`src/rtl/fetch_sequencer.sv`:
```
// fetch_sequencer: owns the RV32 fetch PC, issues one outstanding word read to
// instruction memory (req/ack), buffers returned words in a QDEPTH-entry FIFO
// and presents {pc, instruction} to decode over valid/ready. Redirects flush
// the FIFO and drop any response that is still in flight.
// Optional build macro FETCH_STALL_CNT_EN adds a saturating stall_cnt output
// that counts cycles with imem_req && !imem_ack.
module fetch_sequencer #(
  parameter logic [31:0] RESET_PC = 32'h0000_0000,
  parameter int          QDEPTH   = 2  // 2 or 4
) (
  input  logic        clk,
  input  logic        reset,
  output logic        imem_req,
  output logic [31:0] imem_addr,
  input  logic        imem_ack,
  input  logic [31:0] imem_rdata,
  input  logic        redirect_valid,
  input  logic [31:0] redirect_pc,
  output logic        inst_valid,
  output logic [31:0] inst_data,
  output logic [31:0] inst_pc,
  input  logic        inst_ready
`ifdef FETCH_STALL_CNT_EN
  ,
  output logic [31:0] stall_cnt
`endif
);

  localparam int          PW       = (QDEPTH == 4) ? 2 : 1;
  localparam logic [PW:0] QDEPTH_C = (PW+1)'(QDEPTH);

  typedef enum logic {
    S_FETCH   = 1'b0,
    S_DISCARD = 1'b1
  } state_e;

  state_e        state_q, state_d;
  logic [31:0]   pc_q, pc_d;
  logic [31:0]   target_q, target_d;
  logic          req_en_q;

  logic [31:0]   q_pc   [QDEPTH];
  logic [31:0]   q_data [QDEPTH];
  logic [PW-1:0] wr_ptr_q, rd_ptr_q;
  logic [PW:0]   count_q;

  logic          do_enq;
  logic          do_deq;
  logic          flush;
  logic [31:0]   redirect_al;

  assign redirect_al = redirect_pc & 32'hFFFF_FFFC;

  // Decode-side handshake: redirect masks the head so nothing is consumed
  // on the flush cycle.
  assign inst_valid = (count_q != '0) && !redirect_valid;
  assign do_deq     = inst_valid && inst_ready;
  assign inst_pc    = (count_q != '0) ? q_pc[rd_ptr_q]   : 32'h0;
  assign inst_data  = (count_q != '0) ? q_data[rd_ptr_q] : 32'h0;

  // Fetch FSM: request generation, PC update and redirect/discard handling.
  always_comb begin
    // NOTE: every output of this block gets a default first so no path
    // leaves a variable unassigned and no latch is inferred.
    state_d   = state_q;
    pc_d      = pc_q;
    target_d  = target_q;
    imem_req  = 1'b0;
    imem_addr = pc_q;
    do_enq    = 1'b0;
    flush     = 1'b0;
    case (state_q)
      S_FETCH: begin
        imem_req = req_en_q && (count_q < QDEPTH_C);
        if (redirect_valid) begin
          flush = 1'b1;
          if (imem_req && !imem_ack) begin
            // Request is already on the bus; it must complete before the
            // new PC may be presented.
            target_d = redirect_al;
            state_d  = S_DISCARD;
          end else begin
            pc_d = redirect_al;
          end
        end else if (imem_req && imem_ack) begin
          do_enq = 1'b1;
          pc_d   = pc_q + 32'd4;
        end
      end
      S_DISCARD: begin
        imem_req = 1'b1;
        if (redirect_valid) begin
          flush    = 1'b1;
          target_d = redirect_al;
        end
        if (imem_ack) begin
          pc_d    = redirect_valid ? redirect_al : target_q;
          state_d = S_FETCH;
        end
      end
      default: state_d = S_FETCH;
    endcase
  end

  // Control state registers with synchronous reset.
  always_ff @(posedge clk) begin
    // NOTE: sequential state uses non-blocking assignments so every register
    // samples pre-edge values regardless of statement order.
    if (reset) begin
      state_q  <= S_FETCH;
      pc_q     <= RESET_PC;
      target_q <= RESET_PC;
      req_en_q <= 1'b0;
    end else begin
      state_q  <= state_d;
      pc_q     <= pc_d;
      target_q <= target_d;
      req_en_q <= 1'b1;
    end
  end

  // FIFO pointers and occupancy; flush wins over enqueue/dequeue.
  always_ff @(posedge clk) begin
    if (reset || flush) begin
      wr_ptr_q <= '0;
      rd_ptr_q <= '0;
      count_q  <= '0;
    end else begin
      if (do_enq) wr_ptr_q <= wr_ptr_q + PW'(1);
      if (do_deq) rd_ptr_q <= rd_ptr_q + PW'(1);
      case ({do_enq, do_deq})
        2'b10:   count_q <= count_q + (PW+1)'(1);
        2'b01:   count_q <= count_q - (PW+1)'(1);
        default: count_q <= count_q;
      endcase
    end
  end

  // FIFO storage write port.
  always_ff @(posedge clk) begin
    // NOTE: storage is not reset; count_q gates every read, and the outputs
    // are forced to zero while the queue is empty.
    if (do_enq) begin
      q_pc[wr_ptr_q]   <= pc_q;
      q_data[wr_ptr_q] <= imem_rdata;
    end
  end

`ifdef FETCH_STALL_CNT_EN
  // Saturating count of cycles a request waits for memory.
  always_ff @(posedge clk) begin
    if (reset) begin
      stall_cnt <= 32'h0;
    end else if (imem_req && !imem_ack && (stall_cnt != 32'hFFFF_FFFF)) begin
      stall_cnt <= stall_cnt + 32'd1;
    end
  end
`endif

endmodule
```
`config.mk`:
```
export PLATFORM = sky130hd
export DESIGN_NAME = fetch_sequencer
export DESIGN_NICKNAME = d
export VERILOG_FILES = /design/src/rtl/fetch_sequencer.sv
export SDC_FILE = /design/constraint.sdc
export NUM_CORES = 1
export LEC_CHECK = 0
export BUFFER_PORTS_ARGS = -buffer_cell sky130_fd_sc_hd__buf_4
export CORE_ASPECT_RATIO = 1.25
export CORE_UTILIZATION = 52
export CTS_BUF_LIST = sky130_fd_sc_hd__clkbuf_4
export CTS_CLUSTER_DIAMETER = 50
export CTS_CLUSTER_SIZE = 8
export DETAILED_ROUTE_END_ITERATION = 6
export PLACE_DENSITY = 0.75
export SLEW_MARGIN = 15
export SYNTH_ARGS = -nofsm -noshare
export SYNTH_HDL_FRONTEND = slang
export SYNTH_SLANG_ARGS = --single-unit
export TNS_END_PERCENT = 20
```
`constraint.sdc`:
```
create_clock -name clk -period 4.2 [get_ports clk]
set_input_delay 0.42 -clock clk [delete_from_list [all_inputs] [get_ports clk]]
set_output_delay 0.42 -clock clk [all_outputs]
set_load 0.02 [all_outputs]
```
# == Word-level counts from Yosys, hierarchy flattened ==
# Memory sizes are Yosys's and may differ from the RTL's. A register that Yosys moved wholly into a read port is not among the register bits.
# Cells that the tools add are included.
# totals
inputBits,69
memories,2
word_cells,63
output_inout_bits,98
regBits,70
ram_bits,128
# op_classes
bitwise,1
n_mux,28
addsub,5
eq_ne,7
order_cmp,1
reduce_logical,12
# memory_table
name,words,width,rd,rd_clocked_by_memory_dff,write_ports,line,rtl
q_data,2,32,1,1,1,43,logic [31:0] q_data [QDEPTH];
q_pc,2,32,1,1,1,42,logic [31:0] q_pc [QDEPTH];
# op_table
op,count
32-bit two-way mux,9
32-bit one-hot mux with 2 select lines,2
"32-bit by 3-bit adder with 32-bit output, second input constant",1
1-bit two-way mux,14
"2-bit inequality test, second input constant",3
"3-bit inequality test, second input constant",2
1-bit logical AND,5
1-bit one-hot mux with 2 select lines,2
2-bit one-hot mux with 2 select lines,1
2-bit nonzero test,2
3-bit AND reduction,1
"1-bit adder, second input constant",2
"2-bit by 1-bit adder with 2-bit output, second input constant",1
"2-bit by 1-bit equality test with 1-bit output, second input constant",1
"2-bit equality test, second input constant",1
1-bit logical NOT,2
"2-bit less-than comparator, second input constant",1
2-bit AND reduction,1
"2-bit by 1-bit subtractor with 2-bit output, second input constant",1
1-bit logical OR,1
1-bit inverter,1

# == Logic depth before layout (Yosys ltp) ==
# depth
word_depth,8
ltp_mapped,10
depth_no_buf,8

# == Worst setup path after synthesis ==
# No wires, ideal clock.
# synth_path
kind,reg-to-reg
from,register state_q
to,"memory q_data[0][0], enable pin"
t_required_ps,3713
stages_incl_launch_ff,5
setup_ps,487
period_less_slack_ps,4307
setup_slack_ps,-107
arrival_ps,3820
path_buffers,1
cell_sequence,dfxtp_1 > clkbuf_1 > nor2_1 > nand3_1 > nor2_1
# synth_via
elab_chain_len,3
# synth_rtl
item,line,rtl
"start, declared",37,"state_e state_q, state_d;"
"start signal, assigned",115,state_q <= state_d;
1-bit two-way mux,72,case (state_q)
1-bit two-way mux,143,if (do_enq) begin
1-bit two-way mux (not written as such),145,q_data[wr_ptr_q] <= imem_rdata;
"end, declared",43,
# Every way passes these cells.

==> reports/summary.txt <==
Vias in the first global route - 5877
Mapped cell area - 8470 um^2
Clk_lat worst skew - 0.58 ns
Clk pin slew, worst setup/hold paths - 0.16 ns
Post-synthesis sequential area ratio - 0.621
CTS tree - done
Final net count - 1023
Maximum clock insertion buffer count - 2
Total CTS buffers - 17
Final count of negative-setup-slack endpoints - 0
Post-synth EDFFs - 128
RSZ-0062 raised after global routing - false
Unique masters post-synth - 46
Die ar. - 16800 um^2
GRT Total Usage - 0.233
Post-route DRC - 0
Synthesized area per cell - 10.9 um^2
Minimum clock period - 2.86 ns
Fmax - 0.349 GHz
Routability Congestion - 0.845
Area contributors post-synth - edfxtp_1 (45%), dfxtp_1 (17%), mux2i_1 (8.7%), nand2_1 (4.7%), nor2_1 (3.8%)
Met2 usage - 0.383
Status - complete, no violations
Per-cell routed wire length - 16.5 um
Mapped Nets - 846
Max VDD drop - 0.210 mV
M1 GR Usage - 0.300
Setup ws final - 1.34 ns
Post-synthesis register bit count - 199
Final slew viol count - 0
Core Area - 15800 um^2
Hold WC Path Type - in2reg
Setup CP Type - reg2out
Data arrival, critical path - 2.44 ns
P_leak - 3.73 nW
PostCTS Resize Cnt - 0
Post-synthesis async set-or-reset flop share - 0
CTS root buf - clkbuf_4
Share of post-route cells with drive strength above 1 - 0.223
Place WS - 1.68 ns
I/O Buffers - 164
Synth area leader - edfxtp_1
Finished Core Util - 0.667
CTS sink cnt - 199
Initial DRC count - 506
Drt first pass iters - 5
Crit. End Element - output port
First-pass GRT wire length - 29.6 mm
Via/cell ratio - 5.57
Row count - 51
CP max FO - 61
Setup bufs post-CTS - 0
Initial antenna violation count - 1
Area growth syn-to-layout - 24.1%
Die Wd - 116 um
MaxCap Viol Count - 0
Relative slew slack - 0.275
I/O pins - 167
H-Tree Depth - 4
FILL cells - 1221
Main flop type after synthesis - edfxtp_1
Largest net degree at the start of global routing - 70
Crit path launch type - flop
Hold_buf cts - 33
Final HPWL DP - 12.5 mm
Setup Skew - 0.0180 ns
Cells after synthesis - 775
GRT overflow - 0
Met3 GRT Util - 0.0516
Tightest Pin Transition - 1.09 ns
Drt total wl - 19.5 mm
Top cell type's share of synthesized area - 0.454
Vias after detailed routing - 6559
Count of final hold-check violations - 0
GR peak layer - met2
Period utilization - 0.682
Die Span Y - 145 um
Antenna-violating nets left - 0
Critical Path RT - 3.78 ns
Ys Warns - 0
Initial Utilization - 0.538
Power Density - 340 nW/um^2
Final Hold Slack - 0.0719 ns
-- registers in the layout (all words and copies together) (netlist names), named ones only --
name	flops
q_data	64
q_pc	64
imem_addr	32
target_q	32
count_q	2
rd_ptr_q	1
req_en_q	1
state_q	1
wr_ptr_q	1
-- worst max-delay path, stage by stage, from the launching register on --
cell and delay (ns):
dfxtp_4 1.06, buf_4 0.30, mux2i_1 0.20, nor2_1 0.06, buf_4 0.19
-- Yosys cell counts, types with 2 or more instances --
cell type  instances
or3_1              6
o21ai_0           35
a22oi_1            2
clkbuf_1          39
nand4_1            9
nor3_1            16
nor4_1            13
a211oi_1           7
o21ai_1            2
dfxtp_1           71
a21oi_1           63
nor2b_1            4
edfxtp_1         128
buf_2              2
mux2i_1           74
o31ai_1            4
o211ai_1           7
a32o_1             3
a31oi_1            8
inv_1              9
xnor2_1            3
o41ai_1            3
and2_1             6
or4_1              3
nand3_1           22
and4_1             4
nor2_1            86
ha_1               2
buf_1             10
xor2_1             2
and3_1            10
a22o_1             4
nand2_1          105
-- power breakdown --
group	internal, mW	total [mW]	switching, mW
sequential	2.14	2.20	0.0624
combinational	0.162	0.367	0.204
clock	0.364	1.01	0.642
total	2.66	3.57	0.909
-- cell families after synthesis --
group	synth area share
flip-flops	0.621
adder cells (fa/ha/maj)	0.00295
buffers and inverters	0.0269
AO/OA/AOI/OAI	0.106
AND/OR/NAND/NOR	0.150
XOR/XNOR	0.00517
multiplexers	0.0874
-- path summary, 6_finish.rpt --
kind / from / to / slack [ns] / cells after the start
worst max-delay path: flop / inst_data[4] / 1.34 / 4
worst max register to register: imem_addr[2] / imem_addr[28] / 1.61 / 6
worst min register to register: target_q[1] / imem_addr[1] / 0.45 / 2
worst min-delay path: redirect_pc[3] / target_q[3] / 0.07 / 3
-- routing by layer --
| layer | part of all wire | routed length, um | up-vias |
|---|---|---|---|
| met5 | 0 | 0 | - |
| li1 | - | - | 3190 |
| met1 | 0.43 | 8340 | 3078 |
| met4 | 0.019 | 378 | 0 |
| met3 | 0.069 | 1340 | 28 |
| met2 | 0.48 | 9390 | 263 |
-- per-stage QoR --
step	instance area, um^2	power, mW	setup TNS [ns]	std cells
5_1_grt	10500	3.70	0	1178
6_report	10500	3.57	0	1178
3_3_place_gp	9900	2.58	0	1112
4_1_cts	10500	3.59	0	1177
3_5_place_dp	9900	2.58	0	1112
2_1_floorplan	8470	2.42	-13.68	775
-- cells in the final DEF (no fill, tap or decap), types with 22 or more instances in the layout --
cell type,n
buf_4,176
edfxtp_1,128
nand2_1,105
nor2_1,83
mux2i_1,74
dfxtp_1,70
a21oi_1,63
o21ai_0,35
dlygate4sd3_1,33
nand3_1,22
-- cell type report --
class,count,area [um^2],area share
clock inverters,14,148,0.0140
clock buffers,18,135,0.0129
well taps,212,265,0.0252
diodes,1,2.50,0.000238
repair buffers,209,1650,0.157
multi-input cells,516,3010,0.286
flip-flops and latches,199,5270,0.501
inverters,9,33.8,0.00321
Note: power is estimated with default switching activity, not from simulation.
